===== src/rtl/tm_cycle_counter.sv =====
// rtl/tm_cycle_counter.sv - saturating run-cycle counter with expiry flag one short of the limit
module tm_cycle_counter #(
  parameter int LIMIT = 6000,
  parameter int CNT_W = $clog2(LIMIT + 1)
) (
  input  logic             clk,
  input  logic             rst,
  input  logic             clr,
  input  logic             en,
  output logic [CNT_W-1:0] count,
  output logic             expired
);

  logic [CNT_W-1:0] count_q, count_d;

  always_comb begin
    count_d = count_q;
    if (clr) begin
      count_d = '0;
    end else if (en && (count_q != CNT_W'(LIMIT))) begin
      count_d = count_q + 1'b1;
    end
  end

  always_ff @(posedge clk or posedge rst) begin
    if (rst) begin
      count_q <= '0;
    end else begin
      count_q <= count_d;
    end
  end

  // Asserted during the last budgeted cycle so the move to TIMEOUT lands on the LIMIT-th edge.
  assign expired = (count_q == CNT_W'(LIMIT - 1));
  assign count   = count_q;

endmodule


===== config.mk =====
export PLATFORM = sky130hd
export DESIGN_NAME = tm_cycle_counter
export DESIGN_NICKNAME = d
export VERILOG_FILES = /design/src/rtl/tm_cycle_counter.sv
export SDC_FILE = /design/constraint.sdc
export NUM_CORES = 1
export LEC_CHECK = 0
export ABC_AREA = 1
export CAP_MARGIN = 10
export CORE_UTILIZATION = 45
export DETAILED_ROUTE_END_ITERATION = 16
export MAX_ROUTING_LAYER = met4
export PLACE_DENSITY_LB_ADDON = 0.08
export SYNTH_ARGS = -nofsm -noshare
export SYNTH_HDL_FRONTEND = slang
export SYNTH_SLANG_ARGS = --single-unit
export TNS_END_PERCENT = 50

===== constraint.sdc =====
create_clock -name clk -period 1.43 [get_ports clk]
set_clock_uncertainty 0.05 [all_clocks]
set_input_delay 0.429 -clock clk [delete_from_list [all_inputs] [get_ports clk]]
set_output_delay 0.429 -clock clk [all_outputs]
set_load 0.02 [all_outputs]

==> results.toml, run 1 <==
[grt]
globalRoute.totalOverflow = 0
global_route_wire_length_before_repair_um = 3770
grt_util_all_layers = 0.251
grt_start_max_net_pins = 14
grt_pass1_vias = 863
antenna_found_initial = 0

[synthesis]
synth_most_common_cell = "nand2_1"
synth_simple_gate_area_share = 0.498
syn-cell-area_sq_um = 942
post_synth_inst_count = 139
avgSynthCellArea_sq_um = 6.78
yosys.area_share.adder = 0.0266
synth.top_cells.by_area = "dfrtp_1 35%, nand2_1 19%, nand3_1 10%"
synth_common_cells = "48 x nand2_1, 19 x nand3_1, 18 x nor2_1"
yosys.area_share.xor_xnor = 0.0465
post_synth_top_flop = "dfrtp_1"
synth_enable_flop_cells = 0
mappedNetlistNets = 145
largest_family_of_logic_cells_by_synthesized_area = "simple AND/OR/NAND/NOR gates"
synth.mux.area_fraction = 0
yosysTopAreaCellShare = 0.345
synth_sequential_area_ratio = 0.345
ys_seq_elements = 13
synthDominantAreaCellType = "dfrtp_1"
synth-warning-count = 0
complex_gate_fraction_of_the_synthesized_area = 0
synthDistinctLibCells = 19
async_flop_share = 1.00

[run_status]
violations = "setup timing"
outcome = "finished with violations"

[power_and_ir_drop]
max-vdd-ir-drop_uv = 641
powerDensity_nw_per_um2 = 489
power.static_leakage_nw = 0.756

[placed_design]
numPortBuffers = 17
place.detailed.hpwl_um = 1910
standard_cell_area_after_detailed_placement_sq_um = 1370
gp_congestion = 0.855

[route]
remaining_drc_errors = 0
drt.antenna.violating_nets = 0
vias = 1138
detail_route.wirelength_um = 3050
avgViaCountPerCell = 5.27
dr_pass1_iterations = 4
wl_per_cell_um = 14.1
drt_iter0_drc = 35

[sta]
timing.max_slew.rel_slack = 0.810
rsz0062_at_grt = "true"
totalNegativeSetupSlack_ns = -3.14
fin_crit_ns = 1.82
transition_time_of_the_tightest_slew_check_pin_ns = 0.283
period_share = 1.27
finalMaxSlewViolations = 0
setup_violations = 25
peak_freq_mhz = 550
finalWorstSetupSlack_ns = -0.390
report.final.hold_viol_count = 0

[worst_setup_path]
maximum_fanout_encountered_on_the_critical_timing_path = 2
cp-start-kind = "flip-flop"
cp_data_required_time_ns = 0.95
critical_path_arrival_ns = 1.34
reg2reg_to = "count[9]"
r2r_cells = 9
rrSetupSlack_ns = -0.20
critPathKind = "reg -> out"
worstReg2RegStart = "count[1]"
cp-end-kind = "primary output"

[cells_and_area]
num-nets-final = 196
antenna_cells = 0
area_overhead_of_the_layout_relative_to_synthesis_pct = 70.4
postLayoutCellArea_sq_um = 1610
sequential_cell_area_sq_um = 334
largest_register_ff_count = 13
area_taken_by_multi_input_logic_gates_sq_um = 664
layout-drive-gt1-share = 0.450
num-fill-cells = 136

[die]
std_cell_rows = 16
fp.dieH_um = 47.8
floorplan.initialDensity = 0.480
placeableCoreArea_sq_um = 1960
dieArea_sq_um = 2280
dieWidth_um = 47.8
floorplan.io_pins = 18

[clocking]
tritoncts = "yes"
cts.path.max_buffers = 2
htreeDepth = 1
clock-root-buffer = "clkbuf_4"
cts_inserted_buffers = 3
clock_edge_transition_at_the_registers_on_the_reported_setup_and_hold_paths_ns = 0.08
holdBufCountCts = 0
clk_latency_ns = 0.29
clock_sinks = 13

[job]
max-cap-violations = 0

[hold_path]
hold_path.class = "in -> async"
==> worst max-delay path by stage <==
stage               from  cells after the start  endpoint  slack (ns)
6_report       count[11]                      5   expired       -0.39
3_3_place_gp    count[1]                      5   expired       -0.44
3_5_place_dp    count[9]                      4   expired       -0.48
2_1_floorplan   count[1]                      4   expired       -0.07
5_1_grt        count[11]                      5   expired       -0.43
4_1_cts         count[0]                      5   expired       -0.33
==> worst max-delay path: stages, from the launching register on <==
cell and delay [ns]:
dfrtp_1 0.40, inv_2 0.07, nand2_2 0.05, nor3_2 0.20, and3_4 0.22, buf_6 0.11
==> power breakdown <==
group,switching [mW],internal (mW),total (mW),leakage [nW]
Clock,0.133,0.104,0.238,0.0177
Sequential,0.00650,0.374,0.380,0.169
Combinational,0.0877,0.0791,0.167,0.569
Total,0.228,0.557,0.785,0.756
==> routing by layer <==
layer  global-route usage  vias up  part of all wire
li1                     -      550                 -
met4               0.0889        0             0.018
met2                0.395       36              0.49
met3               0.0377        6             0.051
met1                0.328      546              0.44
met5                    -        -                 0
==> layout by cell type, fill, tap and decap left out, types with 6 or more instances in the layout <==
| cell type | instances |
|---|---|
| nand4_1 | 8 |
| dfrtp_2 | 7 |
| nand3_1 | 10 |
| nand3_2 | 12 |
| inv_1 | 8 |
| dfrtp_1 | 6 |
| buf_6 | 29 |
| buf_4 | 16 |
| nand2_1 | 45 |
| nor2_1 | 17 |
==> logic make-up (layout without fill, tap and decap cells) <==
group                    count (synthesis)  in the layout
buffers and inverters                   17             66
XOR/XNOR                                 5              5
AND/OR/NAND/NOR                        102            103
adder cells (fa/ha/maj)                  2              2
flip-flops                              13             13
==> cell type report <==
type                    instances  area share
flip-flops and latches         13       0.208
inverters                      13      0.0335
multi-input cells             110       0.414
repair buffers                 49       0.306
clock buffers                   3      0.0140
clock inverters                 1     0.00312
well taps                      27      0.0210
==> what timing repair did <==
action / CTS / global route
resized for setup: 94 / 31
setup buffers: 4 / 3
pin swaps: 7 / 13
setup endpoints to repair: 27 / 27
cloned: 0 / 1
==> per-stage QoR <==
stage	utilization	cells	power [mW]	hold slack, ns	setup slack (ns)
after global routing	0.818	216	0.823	0.424	-0.426
after detailed placement	0.696	207	0.505	0.571	-0.479
after global placement	0.696	207	0.504	0.560	-0.438
final	0.818	216	0.785	0.373	-0.390
after CTS	0.748	214	0.758	0.371	-0.326
after floorplan	-	139	0.450	0.255	-0.0725
Power figures use the tool's default switching activity.
==> run 2, diff against run 1 <==
--- a/config.mk
+++ b/config.mk
@@ -6,6 +6,7 @@
 export NUM_CORES = 1
 export LEC_CHECK = 0
 export ABC_AREA = 1
+export ABC_CLOCK_PERIOD_IN_PS = 1430
 export CAP_MARGIN = 10
 export CORE_UTILIZATION = 45
 export DETAILED_ROUTE_END_ITERATION = 16
==> results of run 2 <==
The final DEF is identical to that of run 1; final timing and power are the same.
==> run 3, diff against run 2 <==
--- a/config.mk
+++ b/config.mk
@@ -7,7 +7,8 @@
 export LEC_CHECK = 0
 export ABC_AREA = 1
 export ABC_CLOCK_PERIOD_IN_PS = 1430
-export CAP_MARGIN = 10
+export CAP_MARGIN = 0
+export CORE_MARGIN = 3
 export CORE_UTILIZATION = 45
 export DETAILED_ROUTE_END_ITERATION = 16
 export MAX_ROUTING_LAYER = met4
==> run 3 against run 2 <==
The run still ends with setup timing left. Count of clock-buffer cells in the layout unchanged. Via count up 4.7%. Hold slack better by 0.021 ns. Setup slack better by 0.045 ns. Final area about the same. Clock power up 3%. Largest power group unchanged. Highest routed layer unchanged.
==> results.toml, run 3 (same netlist as run 1, synthesis figures left out) <==
[die]
std_cell_rows = 15
dieArea_sq_um = 2680
dieWidth_um = 51.8
floorplan.io_pins = 18
floorplan.initialDensity = 0.512
fp.dieH_um = 51.8
placeableCoreArea_sq_um = 1840

[sta]
finalWorstSetupSlack_ns = -0.345
period_share = 1.24
peak_freq_mhz = 563
report.final.hold_viol_count = 0
timing.max_slew.rel_slack = 0.871
finalMaxSlewViolations = 0
transition_time_of_the_tightest_slew_check_pin_ns = 0.193
rsz0062_at_grt = "true"
totalNegativeSetupSlack_ns = -2.94
setup_violations = 24
fin_crit_ns = 1.77
hold-worst-slack_ns = 0.393

[placed_design]
gp_congestion = 0.887
detailedPlace.worstSlack_ns = -0.469
numPortBuffers = 17
place.detailed.hpwl_um = 2000

[job]
max-cap-violations = 0

[route]
detail_route.wirelength_um = 3510
avgViaCountPerCell = 5.57
dr_pass1_iterations = 4
drt.antenna.violating_nets = 0
remaining_drc_errors = 0
wl_per_cell_um = 16.4
vias = 1192
drt_iter0_drc = 50

[cells_and_area]
num-nets-final = 196
num-fill-cells = 94
area_overhead_of_the_layout_relative_to_synthesis_pct = 70.3
area_taken_by_multi_input_logic_gates_sq_um = 676
most_common_library_cell_in_the_layout_ignoring_fill_and_taps = "nand2_1"
sequential_cell_area_sq_um = 334
layout_common_cells = "43 x nand2_1, 25 x buf_6, 21 x buf_4"
layout-drive-gt1-share = 0.466
largest_register_ff_count = 13
antenna_cells = 0

[clocking]
tritoncts = "yes"
htreeDepth = 1
cts.path.max_buffers = 2
clock_sinks = 13
cts_inserted_buffers = 3
clock-root-buffer = "clkbuf_4"
clock_edge_transition_at_the_registers_on_the_reported_setup_and_hold_paths_ns = 0.09
clk_latency_ns = 0.28

[power_and_ir_drop]
max-vdd-ir-drop_uv = 546
power.static_leakage_nw = 0.755
powerDensity_nw_per_um2 = 499

[grt]
grt_util_all_layers = 0.247
global_route_wire_length_before_repair_um = 4730
antenna_found_initial = 0
globalRoute.totalOverflow = 0
grt_pass1_vias = 1031
grt_start_max_net_pins = 14

[worst_setup_path]
critPathKind = "reg -> out"
maximum_fanout_encountered_on_the_critical_timing_path = 2
cp-end-kind = "primary output"
critical_path_arrival_ns = 1.30
worstReg2RegStart = "count[0]"
setup.worst_path.start = "count[5]"
cp_data_required_time_ns = 0.95
cp-start-kind = "flip-flop"

[hold_path]
hold_path.class = "in -> async"

[run_status]
outcome = "finished with violations"
violations = "setup timing"
==> run 3: worst paths after layout <==
path                                  end  slack, ns  cells after the start
worst max-delay path              expired      -0.34                      4
worst min-delay path             count[5]       0.39                      3
worst max register to register   count[8]      -0.20                      9
worst min register to register  count[12]       0.61                      3
max in group asynchronous        count[1]       0.75                      3
min in group clk                count[12]       0.61                      3
==> run 3: final cells by class <==
type                    count  share of cell area
clock buffers               3              0.0140
clock inverters             1             0.00312
inverters                  13              0.0320
multi-input cells         109               0.421
flip-flops and latches     13               0.208
well taps                  25              0.0195
repair buffers             50               0.302
==> run 3: repair_timing <==
action | CTS | global route
hold buffers | 0 | 0
setup endpoints to repair | 27 | 27
pin swaps | 2 | 15
gates resized for setup | 91 | 31
buffers inserted | 5 | 2
gates cloned | 0 | 0
==> run 3: critical path, cell delays in order, from the launching register on <==
cell and delay, ns:
dfrtp_1 0.40, nand2_1 0.13, nor3_2 0.17, and3_4 0.21, buf_6 0.11
==> run 3: routing by layer <==
layer	vias up	track usage	wire length, um
met4	0	0.0699	69
li1	547	-	-
met2	67	0.390	1770
met5	-	-	0
met1	568	0.315	1410
met3	10	0.0602	262
==> run 3: where the power goes <==
part | leakage [nW] | total [mW] | internal (mW) | switching, mW
Clock | 0.0177 | 0.245 | 0.104 | 0.141
Sequential | 0.169 | 0.380 | 0.374 | 0.00670
Combinational | 0.568 | 0.175 | 0.0796 | 0.0957
==> run 3: stage by stage <==
step,util,total power [mW],cells,area [sq um]
2_1_floorplan,-,0.450,139,987
3_3_place_gp,0.745,0.504,206,1370
3_5_place_dp,0.745,0.507,206,1370
4_1_cts,0.790,0.748,212,1450
5_1_grt,0.872,0.839,214,1600
6_report,0.872,0.800,214,1600
